==> src/rtl/delay_sweep_controller.sv <==
// Sweeps {a,b,c} = 0..7 into a 3-input gate block, samples y after a settle window and scores it.
// Define SWEEP_LATENCY_MEAS_EN to also measure the worst cycles-to-last-y-edge into max_latency.
module delay_sweep_controller #(
    parameter int         SETTLE_W = 8,
    parameter logic [7:0] EXPECTED = 8'h31
) (
    input  logic                clk,
    input  logic                reset_n,
    input  logic                start,
    input  logic                abort,
    input  logic [SETTLE_W-1:0] settle_cycles,
    output logic                dut_a,
    output logic                dut_b,
    output logic                dut_c,
    input  logic                dut_y,
    output logic                busy,
    output logic                done,
    output logic                pass,
    output logic [3:0]          err_count,
    output logic [7:0]          fail_mask,
    output logic [SETTLE_W-1:0] max_latency
);

    typedef enum logic [2:0] {IDLE, DRIVE, SETTLE, SAMPLE, DONE} state_e;

    state_e              state_q, state_d;
    logic [SETTLE_W-1:0] s_q, s_d, cnt_q, cnt_d;
    logic [2:0]          vec_q, vec_d, drv_q, drv_d;
    logic [3:0]          err_q, err_d;
    logic [7:0]          mask_q, mask_d;
    logic                pass_q, pass_d;
    logic                accept;

    assign accept = (state_q == IDLE) && start;

    // NOTE: sequential state uses non-blocking assignments so every register samples pre-edge values.
    always_ff @(posedge clk) begin
        if (!reset_n) state_q <= IDLE;
        else          state_q <= state_d;
    end

    always_comb begin
        // NOTE: assigning a default first keeps combinational processes free of inferred latches.
        state_d = state_q;
        case (state_q)
            IDLE:    if (start) state_d = DRIVE;
            DRIVE:   state_d = abort ? IDLE : SETTLE;
            SETTLE:  if (abort) state_d = IDLE;
                     else if (cnt_q == SETTLE_W'(1)) state_d = SAMPLE;
            SAMPLE:  if (abort) state_d = IDLE;
                     else state_d = (vec_q == 3'd7) ? DONE : DRIVE;
            DONE:    state_d = IDLE;
            default: state_d = IDLE;
        endcase
    end

    always_comb begin
        busy = (state_q == DRIVE) || (state_q == SETTLE) || (state_q == SAMPLE);
        done = (state_q == DONE);
    end

    always_comb begin
        s_d    = s_q;
        cnt_d  = cnt_q;
        vec_d  = vec_q;
        drv_d  = drv_q;
        err_d  = err_q;
        mask_d = mask_q;
        pass_d = pass_q;
        if (accept) begin
            s_d    = (settle_cycles == '0) ? SETTLE_W'(1) : settle_cycles;
            vec_d  = 3'd0;
            err_d  = 4'd0;
            mask_d = 8'h00;
            pass_d = 1'b0;
        end else if (busy && abort) begin
            // Partial err_count/fail_mask are kept for diagnosis of the aborted sweep.
            drv_d  = 3'd0;
            pass_d = 1'b0;
        end else begin
            case (state_q)
                DRIVE: begin
                    drv_d = vec_q;
                    cnt_d = s_q;
                end
                SETTLE: cnt_d = cnt_q - SETTLE_W'(1);
                SAMPLE: begin
                    if (dut_y != EXPECTED[vec_q]) begin
                        mask_d[vec_q] = 1'b1;
                        err_d         = err_q + 4'd1;
                    end
                    if (vec_q != 3'd7) vec_d = vec_q + 3'd1;
                end
                DONE:    pass_d = (err_q == 4'd0);
                default: ;
            endcase
        end
    end

    always_ff @(posedge clk) begin
        if (!reset_n) begin
            s_q    <= '0;
            cnt_q  <= '0;
            vec_q  <= 3'd0;
            drv_q  <= 3'd0;
            err_q  <= 4'd0;
            mask_q <= 8'h00;
            pass_q <= 1'b0;
        end else begin
            s_q    <= s_d;
            cnt_q  <= cnt_d;
            vec_q  <= vec_d;
            drv_q  <= drv_d;
            err_q  <= err_d;
            mask_q <= mask_d;
            pass_q <= pass_d;
        end
    end

    assign {dut_a, dut_b, dut_c} = drv_q;
    assign err_count             = err_q;
    assign fail_mask             = mask_q;
    assign pass                  = pass_q;

`ifdef SWEEP_LATENCY_MEAS_EN
    logic [SETTLE_W-1:0] lat_q, lat_v_q, max_q, lat_inc, lat_v_now;
    logic                y_prev_q, measuring, y_edge;

    assign measuring = (state_q == SETTLE) || (state_q == SAMPLE);
    assign y_edge    = measuring && (dut_y != y_prev_q);
    // The cycle in which an edge lands counts, so an edge in the first settle cycle reports 1.
    assign lat_inc   = (lat_q == '1) ? lat_q : lat_q + SETTLE_W'(1);
    assign lat_v_now = y_edge ? lat_inc : lat_v_q;

    always_ff @(posedge clk) begin
        if (!reset_n) begin
            lat_q    <= '0;
            lat_v_q  <= '0;
            max_q    <= '0;
            y_prev_q <= 1'b0;
        end else begin
            y_prev_q <= dut_y;
            if (accept) max_q <= '0;
            if (state_q == DRIVE) begin
                lat_q   <= '0;
                lat_v_q <= '0;
            end else if (measuring) begin
                lat_q   <= lat_inc;
                lat_v_q <= lat_v_now;
                if ((state_q == SAMPLE) && (lat_v_now > max_q)) max_q <= lat_v_now;
            end
        end
    end

    assign max_latency = max_q;
`else
    assign max_latency = '0;
`endif

endmodule
==> config.mk <==
export PLATFORM = sky130hd
export DESIGN_NAME = delay_sweep_controller
export DESIGN_NICKNAME = d
export VERILOG_FILES = /design/src/rtl/delay_sweep_controller.sv
export SDC_FILE = /design/constraint.sdc
export NUM_CORES = 1
export LEC_CHECK = 0
export ABC_AREA = 1
export CAP_MARGIN = 0
export CORE_MARGIN = 4
export CORE_UTILIZATION = 30
export DETAILED_ROUTE_END_ITERATION = 10
export GPL_TIMING_DRIVEN = 0
export MAX_ROUTING_LAYER = met4
export PLACE_DENSITY = 0.6
export SYNTH_ARGS = -nofsm -noshare
export SYNTH_HDL_FRONTEND = slang
export SYNTH_SLANG_ARGS = --single-unit
==> constraint.sdc <==
create_clock -name clk -period 4.15 [get_ports clk]
set_input_delay 0.415 -clock clk [delete_from_list [all_inputs] [get_ports clk]]
set_output_delay 0.415 -clock clk [all_outputs]
set_load 0.02 [all_outputs]
==> results.md <==
- Outcome: finished, final reports clean
- Final worst-path cycle share: 52.4%
- Max Buffers Root-to-Sink: 2
- Most common cell after layout, fill and taps aside: nand2_1
- Flops & latches, synth: 39
- Final Hold Viols: 0
- Critical path's largest stage delay: ~0.67 ns
- Worst hold-check path type: flop to flop
- Port bufs: 30
- Worst path required time: 3.73 ns
- Die ar.: 0.00793 sq mm
- Htree depth: 2
- PwrDens: 356 mW/mm^2
- Post-synth cell types: 25
- Commonest non-fill, non-tap cells in the layout: nand2_1 (62), dfxtp_1 (39), inv_1 (37), a21oi_1 (31), clkdlybuf4s50_1 (30)
- Yosys warns: 0
- DPL Wire Length: 3280 microns
- Die W: 89.1 microns
- Mean Syn Cell Area: approximately 7 sq um
- Final setup vio count: 0
- Cell Area, Synth: between 0.0015 and 0.002 sq mm
- Number of global-route vias before repair: between 1500 and 2000
- Remaining DRCs: 0
- Nets: 343
- Prevailing post-synth register cell: dfxtp_1
- Non-Filler Instances: 401
- Crit end category: output pin
- Slowest cell on crit path: clkdlybuf4s50_1
- Number of setup buffers added after CTS: 0
- Synth area leaders: dfxtp_1 (40%), nand2_1 (12%), a21oi_1 (7.9%)
- Total Routed Length: roughly 4300 microns
- Actual slew at the worst max-slew pin: 0.529 ns
- Root cell of the clock tree: clkbuf_8
- Ant. Diodes: 0
- Placed cells: 393
- Max Transition Viols Final: 0
- Leading area contributor after synthesis: dfxtp_1
- Share of flip-flops with an asynchronous set or reset: 0%
- Crit Path Class: flop to output pin
- Seq/Total Area, Yosys: between 30% and 40%
- Initial Util: 31.1%
- IO Count: 39
- Fin crit period: 2.18 ns
- Peak VDD IR: 0.000205 V
- Setup TNS: 0 ns
- Die boundary height: a little under 90 microns
- Clk slew on worst S/H paths: 0.08 ns
- DR iter-0 viols: ~100
- Area fraction of the dominant cell type after synthesis: between 30% and 40%
- Gpl congestion: approximately 0.85
- First-pass GRT wire length: 7340 microns
- First-pass DRT Iterations: 4
- Grt ovf: 0
- Worst EP arrival: 1.76 ns
- Number of vias per cell: about 4.5
- CTS tree: built
- Post-DR wirelength/cell: approximately 11 microns
- Post-CTS Resized: 0
- Layout cells sized above 1: 10.2%
- Site Rows: 29
- Startpoint Class: flop
- Worst-skew pair later-pin latency: 0.29 ns
- Largest net degree at the start of global routing: 13
- Max-cap violation count: 0
- Area grow syn2layout: 28.2%
- Crit-path cells: inv_2 > nor3_1 > clkdlybuf4s50_1
- Pleak: approximately 1 nW
- Routed Antenna Nets: 0
- Total track usage: 12.1%
- Fmax: 460 MHz
- EDFF count, synth: 0
- Vias after detailed routing: 1824
- Layout Skew: 0.0101 ns
- Crit path max fanout: 5
- Initial antenna violation count: 0
- RSZ-0062 raised after global routing: no
- CORE AREA: approximately 0.0063 sq mm
- Relative slew slack: about two thirds
- Clk sinks: 39
- Synth Instances: 279
- Hold_buf cts: 0
- TritonCTS Buffers: 5
- Post-layout total power: 900 uW
registers in the layout, indices dropped and copies added, names as in the netlist, named ones only:
| signal | count |
|---|---|
| err_count | 4 |
| pass | 1 |
| fail_mask | 8 |
| cnt_q | 8 |
| vec_q | 3 |
| state_q | 3 |
| s_q | 8 |
| drv_q | 3 |
cell families after synthesis:
kind of cell	count (synthesis)	share of synthesized area (%)
buffers and inverters	52	11.9
AO/OA/AOI/OAI	61	17.0
other	1	0.190
AND/OR/NAND/NOR	117	26.0
adder cells (fa/ha/maj)	7	4.44
XOR/XNOR	2	0.888
flip-flops	39	39.6
synth_stat cells, types with 2 or more instances:
| master | count |
|---|---|
| nand2_1 | 62 |
| dfxtp_1 | 39 |
| inv_1 | 37 |
| a21oi_1 | 31 |
| nor2_1 | 27 |
| o21ai_0 | 20 |
| nand3_1 | 16 |
| buf_4 | 10 |
| ha_1 | 7 |
| a211oi_1 | 4 |
| a21oi_2 | 4 |
| nand2_2 | 4 |
| buf_2 | 2 |
| inv_2 | 2 |
| nor2_4 | 2 |
| nor3_1 | 2 |
| xor2_1 | 2 |
power breakdown:
part           switching (mW)  leakage [nW]  internal [mW]
sequential            0.00967         0.317          0.388
combinational          0.0795         0.646         0.0491
clock                   0.133        0.0654          0.240
worst max-delay path, delay by kind of cell (launching register included):
| family | cells | cell delay [ns] |
|---|---|---|
| simple gates | 1 | 0.24 |
| flops | 1 | 0.46 |
| buf+inv | 2 | 0.76 |
metrics by stage:
stage | instance area [sq um] | hold WS (ns) | setup WS, ns | util, %
floorplan | 2000 | 0.429 | 2.71 | -
global placement | 2390 | 0.441 | 2.18 | 37.7
CTS | 2530 | 0.457 | 1.95 | 39.8
global route | 2530 | 0.468 | 1.86 | 39.8
finish | 2530 | 0.452 | 1.97 | 39.8
detailed placement | 2390 | 0.445 | 2.18 | 37.7
routing by layer:
metal | global-route usage (%) | routed length, microns | vias to the layer above
met2 | 18.6 | 1840 | 36
li1 | - | - | 971
met5 | - | 0 | -
met3 | 2.40 | 213 | 7
met1 | 15.7 | 2160 | 810
met4 | 4.74 | 90 | 0
worst paths after layout:
| kind | to | from | slack (ns) | cells past startpoint |
|---|---|---|---|---|
| setup / recovery | done | state_q[2] | 1.97 | 3 |
| hold / removal | fail_mask[5] | fail_mask[5] | 0.45 | 2 |
| setup reg to reg | flop | vec_q[0] | 2.69 | 8 |
| hold reg to reg | fail_mask[5] | fail_mask[5] | 0.45 | 2 |
cell type report:
type / count / area [sq um]
Fill cell: 656 / 3820
Multi-Input combinational cell: 195 / 982
Sequential cell: 39 / 781
Timing Repair Buffer: 30 / 300
Inverter: 39 / 146
Tap cell: 77 / 96.3
Buffer: 13 / 88.8
Clock buffer: 6 / 72.6
Clock inverter: 2 / 60.1
No activity file was read; power rests on OpenSTA's default activity.
